## config.mk

```make
export PLATFORM = sky130hd
export DESIGN_NAME = rx_chan_arbiter
export DESIGN_NICKNAME = d
export VERILOG_FILES = /design/src/rtl/rx_chan_arbiter.sv
export SDC_FILE = /design/constraint.sdc
export NUM_CORES = 1
export LEC_CHECK = 0
export ABC_AREA = 1
export ABC_CLOCK_PERIOD_IN_PS = 3500
export CAP_MARGIN = 20
export CELL_PAD_IN_SITES_DETAIL_PLACEMENT = 1
export CELL_PAD_IN_SITES_GLOBAL_PLACEMENT = 2
export CORE_ASPECT_RATIO = 0.9
export CORE_UTILIZATION = 21
export DETAILED_ROUTE_END_ITERATION = 12
export GPL_TIMING_DRIVEN = 0
export MAX_ROUTING_LAYER = met4
export PLACE_DENSITY_LB_ADDON = 0.1
export SYNTH_ARGS = -nofsm -noshare
export SYNTH_HDL_FRONTEND = slang
export SYNTH_SLANG_ARGS = --single-unit
```

## constraint.sdc

```tcl
create_clock -name clk -period 3.5 [get_ports clk]
set_input_delay 0.35 -clock clk [delete_from_list [all_inputs] [get_ports clk]]
set_output_delay 0.35 -clock clk [all_outputs]
set_load 0.005 [all_outputs]
```

## src/rtl/rx_chan_arbiter.sv

```systemverilog
// Round-robin drain scheduler: pulls bytes from NUM_CH UART receivers onto one valid/ready stream.
// Optional RX_ARB_DROP_FERR_EN: discard framing-error bytes and count them on drop_cnt.
module rx_chan_arbiter #(
    parameter int NUM_CH = 4,
    parameter int CH_W   = 2
) (
    input  logic                clk,
    input  logic                n_rst,
    input  logic [NUM_CH-1:0]   ch_enable,
    input  logic [NUM_CH-1:0]   ch_data_ready,
    input  logic [8*NUM_CH-1:0] ch_rx_data,
    input  logic [NUM_CH-1:0]   ch_framing_error,
    input  logic [NUM_CH-1:0]   ch_overrun_error,
    output logic [NUM_CH-1:0]   ch_data_read,
    output logic                out_valid,
    input  logic                out_ready,
    output logic [7:0]          out_data,
    output logic [CH_W-1:0]     out_ch,
    output logic                out_err,
    output logic [NUM_CH-1:0]   ovr_flags,
    input  logic [NUM_CH-1:0]   ovr_clr
`ifdef RX_ARB_DROP_FERR_EN
    ,
    output logic [7:0]          drop_cnt
`endif
);

    localparam logic [0:0] ST_IDLE = 1'b0;
    localparam logic [0:0] ST_HOLD = 1'b1;

    logic [0:0]        state_reg;
    logic [CH_W-1:0]   ptr_reg;
    logic [NUM_CH-1:0] ch_data_read_reg;
    logic              out_valid_reg;
    logic [7:0]        out_data_reg;
    logic [CH_W-1:0]   out_ch_reg;
    logic              out_err_reg;

    logic [NUM_CH-1:0] req;
    logic              any_req;
    logic [CH_W-1:0]   sel;
    logic [7:0]        rx_byte [NUM_CH];

    assign req     = ch_data_ready & ch_enable;
    assign any_req = |req;

    generate
        for (genvar gi = 0; gi < NUM_CH; gi++) begin : g_chan
            logic ovr_reg;

            assign rx_byte[gi]   = ch_rx_data[8*gi +: 8];
            assign ovr_flags[gi] = ovr_reg;

            // Set has priority so an overrun landing on a clear is never lost.
            always_ff @(posedge clk) begin
                if (n_rst)
                    ovr_reg <= 1'b0;
                else if (ch_overrun_error[gi])
                    ovr_reg <= 1'b1;
                else if (ovr_clr[gi])
                    ovr_reg <= 1'b0;
            end
        end
    endgenerate

    // Scan downward in distance so the nearest requester after the pointer wins.
    always_comb begin
        logic [CH_W-1:0] cand;
        sel  = '0;
        cand = '0;
        for (int k = NUM_CH; k >= 1; k--) begin
            cand = CH_W'((int'(ptr_reg) + k) % NUM_CH);
            if (req[cand])
                sel = cand;
        end
    end

`ifdef RX_ARB_DROP_FERR_EN
    logic [7:0] drop_cnt_reg;
    assign drop_cnt = drop_cnt_reg;
`endif

    always_ff @(posedge clk) begin
        if (n_rst) begin
            state_reg        <= ST_IDLE;
            ptr_reg          <= CH_W'(NUM_CH - 1);
            ch_data_read_reg <= '0;
            out_valid_reg    <= 1'b0;
            out_data_reg     <= 8'h00;
            out_ch_reg       <= '0;
            out_err_reg      <= 1'b0;
`ifdef RX_ARB_DROP_FERR_EN
            drop_cnt_reg     <= 8'h00;
`endif
        end else begin
            ch_data_read_reg <= '0;
            case (state_reg)
                ST_IDLE: begin
                    if (any_req) begin
                        out_data_reg     <= rx_byte[sel];
                        out_ch_reg       <= sel;
                        ch_data_read_reg <= NUM_CH'(1) << sel;
                        ptr_reg          <= sel;
                        state_reg        <= ST_HOLD;
`ifdef RX_ARB_DROP_FERR_EN
                        out_err_reg      <= 1'b0;
                        // Dropped bytes still spend one HOLD cycle so the receiver can clear ready.
                        if (ch_framing_error[sel]) begin
                            out_valid_reg <= 1'b0;
                            if (drop_cnt_reg != 8'hFF)
                                drop_cnt_reg <= drop_cnt_reg + 8'd1;
                        end else begin
                            out_valid_reg <= 1'b1;
                        end
`else
                        out_err_reg      <= ch_framing_error[sel];
                        out_valid_reg    <= 1'b1;
`endif
                    end
                end
                ST_HOLD: begin
                    if (!out_valid_reg || out_ready) begin
                        out_valid_reg <= 1'b0;
                        state_reg     <= ST_IDLE;
                    end
                end
                default: state_reg <= ST_IDLE;
            endcase
        end
    end

    assign ch_data_read = ch_data_read_reg;
    assign out_valid    = out_valid_reg;
    assign out_data     = out_data_reg;
    assign out_ch       = out_ch_reg;
    assign out_err      = out_err_reg;

endmodule

```

==> flow_summary.yaml <==
outcome:
  status: "finished clean"
worst_setup_path:
  r2r_cells: 12
  end_kind: "register"
  r2r-start: "ptr_reg[0]"
  critPathRequiredTime_ps: 3630
  critPathLaunchType: "primary input"
  path_class: "primary input to register"
  cp_max_fo: 9
  r2r_setup_slack_ps: 1600
  r2r_end: "out_err"
  cp.arrival_ps: 2320
worst_hold_path:
  hold_class: "register to register"
  hp-start: "out_data[5]"
  holdPathStages: 2
  hold-path-endpoint: "out_data[5]"
clock_network:
  cts-root-buf: "clkbuf_8"
  cts_sinks: 23
  cts.path.max_buffers: 2
  cts_buffers: 3
  cts_max_level: 1
  worstSkewPairLatency_ps: 270
  post-cts-setup-buffer-count: 0
  clkTransAtPathRegs_ps: 90
  cts_tree: "built"
  cts_hold_buf: 0
  cts_repair_resize_count: 0
sta:
  setup-tns-final_ps: 0
  slew_headroom_pct: 53.8
  post-route-min-period_ps: 2190
  finalCritPeriodShare_pct: 62.7
  slew_viol_final: 0
  skew_ps: 3.68
  setup_viol: 0
  rsz0062_at_grt: "false"
  max_freq_ghz: 0.456
  hold_viol: 0
  max_slew.worst_pin.slew_ps: 690
finish:
  nNetsFinal: 350
  diodes: 0
  largest_register_ffs: 8
  finish.instance_area_um2: 2370
  fill_cells: 837
  final_layout_size_suffix_gt1_share_pct: 14.6
  area_delta_synth_final_pct: 60.1
  finalCoreUtilization_pct: 35.4
floorplanning:
  rows: 28
  core_um2: 6690
  die_x_um: 90.5
  fp.dieArea_um2: 7390
  start_util_pct: 22.1
  die_h_um: 81.6
  io_pins: 75
global_route:
  grt_overflow_total: 0
  antenna_found_initial: 0
  grt_pass1_wl_mm: 7.56
  grt_max_degree: 14
  use_met2_pct: 21.1
  grt_use_total_pct: 13.3
  grt_use_met3_pct: 2.41
  grtUsageMet1_pct: 17.4
  top_usage_layer: "met2"
  grt_pass1_vias: 1592
synth:
  ys.flop_type: "dfxtp_1"
  async_reset_ff_share_pct: 0
  avgSynthCellArea_um2: 6.82
  syn_nets: 272
  ys_warn_count: 0
  synth_seq_cells: 23
  netlist_instances: 217
  ys_seq_area_share_pct: 31.1
  synth_edf_count: 0
  syn-cell-area_um2: 1480
  ys_types: 26
power:
  design_power_total_mw: 1.80
  p_per_area_nw_per_um2: 758
  power.leakage_nw: 1.11
  ir_worst_vdd_mv: 0.275
detailed_routing:
  post_drt_wl_per_cell_um: 12.2
  drtIter0Drc: 25
  drt-vias-per-instance: 4.14
  drt-total-wl_mm: 4.68
  num_vias: 1589
  drc: 0
  ant_nets: 0
  drt-pass1-iter-count: 4
placed_design:
  portBuffers: 73
  globalplace.congestion: 0.742
  dpl_cell_area_um2: 2320
  hpwl_mm: 3.73
run:
  drv_cap: 0
-- worst max-delay path, stage by stage --
cell	delay, ps
clkdlybuf4s50_1	480
nand2_1	100
nand4_1	140
inv_1	60
nor2_2	330
inv_1	140
nor2_2	370
inv_1	150
nor2_4	140
a21oi_1	50
-- per-stage QoR --
| step | std cells | setup WS [ps] | hold slack, ps |
|---|---|---|---|
| after floorplan | 217 | 1870 | 448 |
| after global placement | 380 | 1030 | 441 |
| after detailed placement | 380 | 995 | 448 |
| after CTS | 384 | 1270 | 466 |
| after global routing | 384 | 1130 | 483 |
| final | 384 | 1310 | 460 |
-- routing by layer --
metal	vias up	wire length, µm
met5	-	0
met4	0	50
li1	835	-
met2	47	2070
met3	4	223
met1	703	2340
-- power breakdown --
group	internal, mW	switching, mW	leakage, nW
logic	0.547	0.692	0.892
clock network	0.0796	0.0912	0.0255
registers	0.342	0.0435	0.190
total	0.969	0.827	1.11
-- cell families after synthesis --
group	Yosys count	synth area share, %
buf+inv	41	14.4
compound gates	12	5.16
flops	23	31.1
xor+xnor	2	1.69
simple gates	139	47.7
-- layout by cell type (no fill, tap or decap), types with 2 or more instances in the layout --
| cell | n |
|---|---|
| nor2_4 | 2 |
| nand2_4 | 5 |
| buf_4 | 5 |
| nand3_1 | 47 |
| inv_2 | 2 |
| nor2_1 | 16 |
| clkdlybuf4s50_1 | 73 |
| dfxtp_1 | 23 |
| o21ai_0 | 3 |
| a21oi_1 | 6 |
| inv_1 | 28 |
| buf_6 | 3 |
| nand2_1 | 50 |
| nand3_2 | 3 |
| nand2_2 | 9 |
| nor2_2 | 4 |
| clkbuf_8 | 3 |
-- worst max-delay path by stage --
stage                      from           to  slack [ps]  cells after the start
2_1_floorplan        ptr_reg[0]  out_data[1]        1870                     12
5_1_grt        ch_data_ready[0]   ptr_reg[1]        1130                     10
3_3_place_gp   ch_data_ready[3]   ptr_reg[1]        1030                     10
6_report           ch_enable[3]   ptr_reg[1]        1310                     10
4_1_cts            ch_enable[3]   ptr_reg[1]        1270                     10
3_5_place_dp       ch_enable[3]   ptr_reg[1]         990                     10
-- area by class of cell --
| type | instances | area [µm²] | share of cell area [%] |
|---|---|---|---|
| sequential | 23 | 460 | 19.4 |
| clock inverter | 1 | 5.00 | 0.211 |
| clock buffer | 3 | 41.3 | 1.74 |
| multi-input combinational | 153 | 807 | 34.1 |
| timing repair buffer | 73 | 731 | 30.8 |
| buffer | 11 | 100 | 4.22 |
| inverter | 30 | 113 | 4.75 |
| tap | 90 | 113 | 4.75 |
-- cells in the mapped netlist (3+ instances only) --
cell | instances | area (µm²)
nand2_1 | 50 | 188
a21oi_1 | 6 | 30.0
nor2_1 | 16 | 60.1
buf_6 | 3 | 33.8
buf_4 | 5 | 37.5
inv_1 | 28 | 105
dfxtp_1 | 23 | 460
nand2_2 | 9 | 56.3
nor2_2 | 4 | 25.0
o21ai_0 | 3 | 15.0
nand2_4 | 5 | 56.3
nand3_2 | 3 | 30.0
nand3_1 | 47 | 235
No activity file was read; power rests on OpenSTA's default activity.
